--- config.mk ---
export PLATFORM = sky130hd
export DESIGN_NAME = cableado_bit_cmp
export DESIGN_NICKNAME = d
export VERILOG_FILES = /design/src/rtl/cableado_bit_cmp.sv
export SDC_FILE = /design/constraint.sdc
export NUM_CORES = 1
export LEC_CHECK = 0
export ABC_CLOCK_PERIOD_IN_PS = 1700
export CORE_MARGIN = 1
export CORE_UTILIZATION = 51
export DETAILED_ROUTE_END_ITERATION = 10
export GPL_TIMING_DRIVEN = 0
export PLACE_DENSITY = 0.88
export SYNTH_ARGS = -nofsm -noshare
export SYNTH_HDL_FRONTEND = slang
export SYNTH_SLANG_ARGS = --single-unit
--- constraint.sdc ---
create_clock -name clk -period 1.7 [get_ports clk]
set_input_delay 0.34 -clock clk [delete_from_list [all_inputs] [get_ports clk]]
set_output_delay 0.34 -clock clk [all_outputs]
set_load 0.01 [all_outputs]
--- src/rtl/cableado_bit_cmp.sv ---
// Bit-serial unsigned magnitude comparator: one cableado bit-cell scanned LSB first.
// Optional equality output EQ is built when CABLEADO_EQ_FLAG_EN is defined.
//
// state    | meaning
// ST_IDLE  | waiting for start, result outputs held
// ST_RUN   | shifting operands through the bit-cell, one bit per clock
module cableado_bit_cmp #(
    parameter int N = 16
) (
    input  logic         clk,
    input  logic         rst,
    input  logic         start,
    input  logic [N-1:0] A,
    input  logic [N-1:0] B,
    input  logic         P,
    output logic         Z_out,
`ifdef CABLEADO_EQ_FLAG_EN
    output logic         EQ,
`endif
    output logic         busy,
    output logic         done
);

    localparam int CW = $clog2(N + 1);
    localparam logic [CW-1:0] LAST_BIT = CW'(N - 1);

    localparam logic [0:0] ST_IDLE = 1'b0;
    localparam logic [0:0] ST_RUN  = 1'b1;

    logic [0:0]    state_q, state_d;
    logic [N-1:0]  sa_q, sa_d;
    logic [N-1:0]  sb_q, sb_d;
    logic [CW-1:0] cnt_q, cnt_d;
    logic          g_q, g_d;
    logic          z_q, z_d;
    logic          done_q, done_d;

    logic bit_a, bit_b, g_next;

    assign bit_a  = sa_q[0];
    assign bit_b  = sb_q[0];
    // Later (more significant) bits override earlier ones unless they are equal.
    assign g_next = (bit_a & ~bit_b) | (~(bit_a ^ bit_b) & g_q);

`ifdef CABLEADO_EQ_FLAG_EN
    logic eq_run_q, eq_run_d;
    logic eq_q, eq_d;
    logic eq_next;

    assign eq_next = eq_run_q & ~(bit_a ^ bit_b);
`endif

    always_comb begin
        state_d = state_q;
        sa_d    = sa_q;
        sb_d    = sb_q;
        cnt_d   = cnt_q;
        g_d     = g_q;
        z_d     = z_q;
        done_d  = 1'b0;
`ifdef CABLEADO_EQ_FLAG_EN
        eq_run_d = eq_run_q;
        eq_d     = eq_q;
`endif
        case (state_q)
            ST_IDLE: begin
                if (start) begin
                    sa_d    = A;
                    sb_d    = B;
                    g_d     = P;
                    cnt_d   = '0;
                    state_d = ST_RUN;
`ifdef CABLEADO_EQ_FLAG_EN
                    eq_run_d = 1'b1;
`endif
                end
            end
            ST_RUN: begin
                g_d   = g_next;
                sa_d  = sa_q >> 1;
                sb_d  = sb_q >> 1;
                cnt_d = cnt_q + CW'(1);
`ifdef CABLEADO_EQ_FLAG_EN
                eq_run_d = eq_next;
`endif
                if (cnt_q == LAST_BIT) begin
                    z_d     = g_next;
                    done_d  = 1'b1;
                    state_d = ST_IDLE;
`ifdef CABLEADO_EQ_FLAG_EN
                    eq_d = eq_next;
`endif
                end
            end
            default: state_d = ST_IDLE;
        endcase
    end

    always_ff @(posedge clk) begin
        if (rst) begin
            state_q <= ST_IDLE;
            sa_q    <= '0;
            sb_q    <= '0;
            cnt_q   <= '0;
            g_q     <= 1'b0;
            z_q     <= 1'b0;
            done_q  <= 1'b0;
`ifdef CABLEADO_EQ_FLAG_EN
            eq_run_q <= 1'b0;
            eq_q     <= 1'b0;
`endif
        end else begin
            state_q <= state_d;
            sa_q    <= sa_d;
            sb_q    <= sb_d;
            cnt_q   <= cnt_d;
            g_q     <= g_d;
            z_q     <= z_d;
            done_q  <= done_d;
`ifdef CABLEADO_EQ_FLAG_EN
            eq_run_q <= eq_run_d;
            eq_q     <= eq_d;
`endif
        end
    end

    assign Z_out = z_q;
    assign busy  = (state_q == ST_RUN);
    assign done  = done_q;
`ifdef CABLEADO_EQ_FLAG_EN
    assign EQ    = eq_q;
`endif

endmodule

==> impl_metrics.csv <==
group,metric,value,unit
synthesis,synth.avg_cell_area,11.0,um^2
worst_setup_path,crit_chain,"clkdlybuf4s50_1",
clock_tree,htree_levels,2,
place,hpwlAfterDp,2.63,mm
clock_tree,cts_tree,"done",
synthesis,ys_top_cells_by_count,"dfxtp_1, mux2i_1, nor2_1, mux2_4, mux2_2",
global_routing,grt_max_degree,12,
worst_setup_path,cp_num_buf_inv,1,
route,drt_iter0_drc,73,
finish,nets,269,
die,die-area,4260,um^2
worst_setup_path,crit_fanout,3,
run_status,status,"completed",
worst_setup_path,cp-end-kind,"primary output",
worst_setup_path,cp_top_family,"buffers and inverters",
clock_tree,clk_path_buf_depth,2,
synthesis,synth.most_common_cell,"dfxtp_1",
worst_setup_path,critPathLaunchType,"flip-flop",
synthesis,synth_nets,225,
synthesis,synth_top_area_frac,0.402,
die,io_pins,39,
synthesis,syn_area,2040,um^2
flow_run,drv_cap,0,
worst_setup_path,cp_slowest_cell,"clkdlybuf4s50_1",
timing,min_period,1550,ps
worst_setup_path,crit_required,1360,ps
synthesis,yosysTopAreaCell,"dfxtp_1",
route,drt-total-wl,3.66,mm
synthesis,synthCells,185,
route,first_pass_iters,4,
timing,tightestPinTransition,464,ps
synthesis,yosys_warnings,0,
clock_tree,cts-resized-gates,0,
global_routing,gr-total-overflow,0,
timing,relSlewSlack,0.691,
synthesis,synth_edf_count,0,
worst_setup_path,worst_ep_arrival_time,1210,ps
synthesis,synth-seq-cells,41,
timing,setup_violations,0,
clock_tree,post-cts-setup-buffers,0,
global_routing,track_usage,0.197,
pwr,power,2.06,mW
timing,maxSlewViolCount,0,
place,port_buffers,37,
clock_tree,cts-buffers-inserted,5,
timing,hold_violations,0,
pwr,p_per_area,804,nW/um^2
finish,n_fill_cell,310,
die,start_util,0.545,
timing,finalSetupTns,0,ps
route,ant_nets,0,
route,viasPerCell,5.15,
timing,fin_worst_skew,2.93,ps
clock_tree,ctsHoldBuffers,0,
clock_tree,clock_latency,290,ps
die,core,3740,um^2
global_routing,grt_pass1_vias,1405,
pwr,ir_worst_vdd,0.554,mV
timing,fmax,0.646,GHz
worst_hold_path,hp-class,"reg2reg",
timing,rsz0062_at_grt,"false",
route,vias,1426,
finish,area_delta_synth_final,25.3,%
die,die_h,65.2,um
route,route.detailed.drc,0,
global_routing,grt_pass1_wl,6.32,mm
clock_tree,root_buffer,"clkbuf_8",
clock_tree,clk_pin_slew,70,ps
timing,period_share,0.911,
finish,diodes,0,
synthesis,synth_ff_type,"dfxtp_1",
route,wl_per_cell,13.2,um
synthesis,ys_async_sr_fraction,0,
clock_tree,cts.sinks,41,
die,die_w,65.2,um
synthesis,seq_area_frac_synth,0.402,
place,place_congestion,0.746,
worst_setup_path,crit_type,"reg2out",
die,rows,22,
synthesis,synth.area.top_cells,"dfxtp_1, mux2i_1, mux2_4, nor2_1, mux2_2",
synthesis,ys_types,28,
finish,drive_gt1_frac,0.201,
pwr,p_leak,1.11,nW
worst_setup_path,max_stage_delay,550,ps
global_routing,antenna_found_initial,0,
==> worst min-delay path, delay by kind of cell (launching register included) <==
family | cells | cell delay (ps)
AO/OA/AOI/OAI | 1 | 70
AND/OR/NAND/NOR | 1 | 60
flip-flops | 1 | 320
==> worst paths after layout <==
check             end  slack (ps)  cells past startpoint     start
max reg2reg  cnt_q[4]         260                      6  cnt_q[0]
min reg2reg     Z_out         490                      2     Z_out
min             Z_out         490                      2     Z_out
max              busy         150                      1      busy
==> layer usage <==
layer  global-route usage  part of all wire  routed length [um]  vias to the layer above
met2                0.318              0.46                1700                       37
met4               0.0734             0.011                  41                        0
met1                0.248              0.48                1750                      663
met3               0.0573             0.046                 169                        6
li1                     -                 -                   -                      720
met5                    0                 0                   0                        -
==> layout make-up <==
class,instances,area [um^2],share of cell area
plain buffers,13,111,0.0436
clock buffers,7,86.3,0.0338
inverters,4,15.0,0.00587
multi-input cells,127,1090,0.427
flip-flops and latches,41,821,0.321
well taps,48,60.1,0.0235
repair buffers,37,370,0.145
==> per-stage QoR <==
stage	std cells	instance area (um^2)	setup slack, ps	hold slack, ps	util
4_1_cts	277	2560	148	492	0.683
5_1_grt	277	2560	86.7	529	0.683
3_5_place_dp	270	2470	-71.8	482	0.660
6_report	277	2560	151	487	0.683
2_1_floorplan	185	2040	374	459	-
3_3_place_gp	270	2470	-50.7	472	0.660
==> sequential cells by signal, summed over array words and instances, names as in the netlist <==
name / count
cnt_q: 5
sb_q: 16
Z_out: 1
done: 1
sa_q: 16
g_q: 1
busy: 1
==> layout by cell type (no fill, tap or decap), types with 2 or more instances in the layout <==
master | Yosys | layout
dfxtp_1 | 41 | 41
clkdlybuf4s50_1 | 0 | 37
mux2i_1 | 35 | 35
nor2_1 | 35 | 35
mux2_4 | 23 | 23
mux2_2 | 7 | 7
clkbuf_8 | 0 | 6
inv_1 | 4 | 4
nand3_1 | 4 | 4
ha_1 | 4 | 4
buf_2 | 3 | 3
buf_4 | 3 | 3
clkbuf_1 | 2 | 3
and3_1 | 2 | 2
buf_6 | 2 | 2
buf_12 | 2 | 2
nand2_1 | 2 | 2
o21ai_0 | 2 | 2
a21oi_1 | 2 | 2
nor3_1 | 2 | 2
==> where the power goes <==
group / leakage [nW] / internal [mW] / switching (mW)
registers: 0.336 / 1.02 / 0.0307
logic: 0.725 / 0.240 / 0.140
clock network: 0.0443 / 0.322 / 0.307
total: 1.11 / 1.58 / 0.478
==> cells by family after synthesis <==
kind of cell | synth area share
and+or+nand+nor | 0.107
buffers and inverters | 0.0620
AOI/OAI and AO/OA | 0.0245
DFF | 0.402
muxes | 0.380
adders and majority gates | 0.0245
Power figures use the tool's default switching activity.
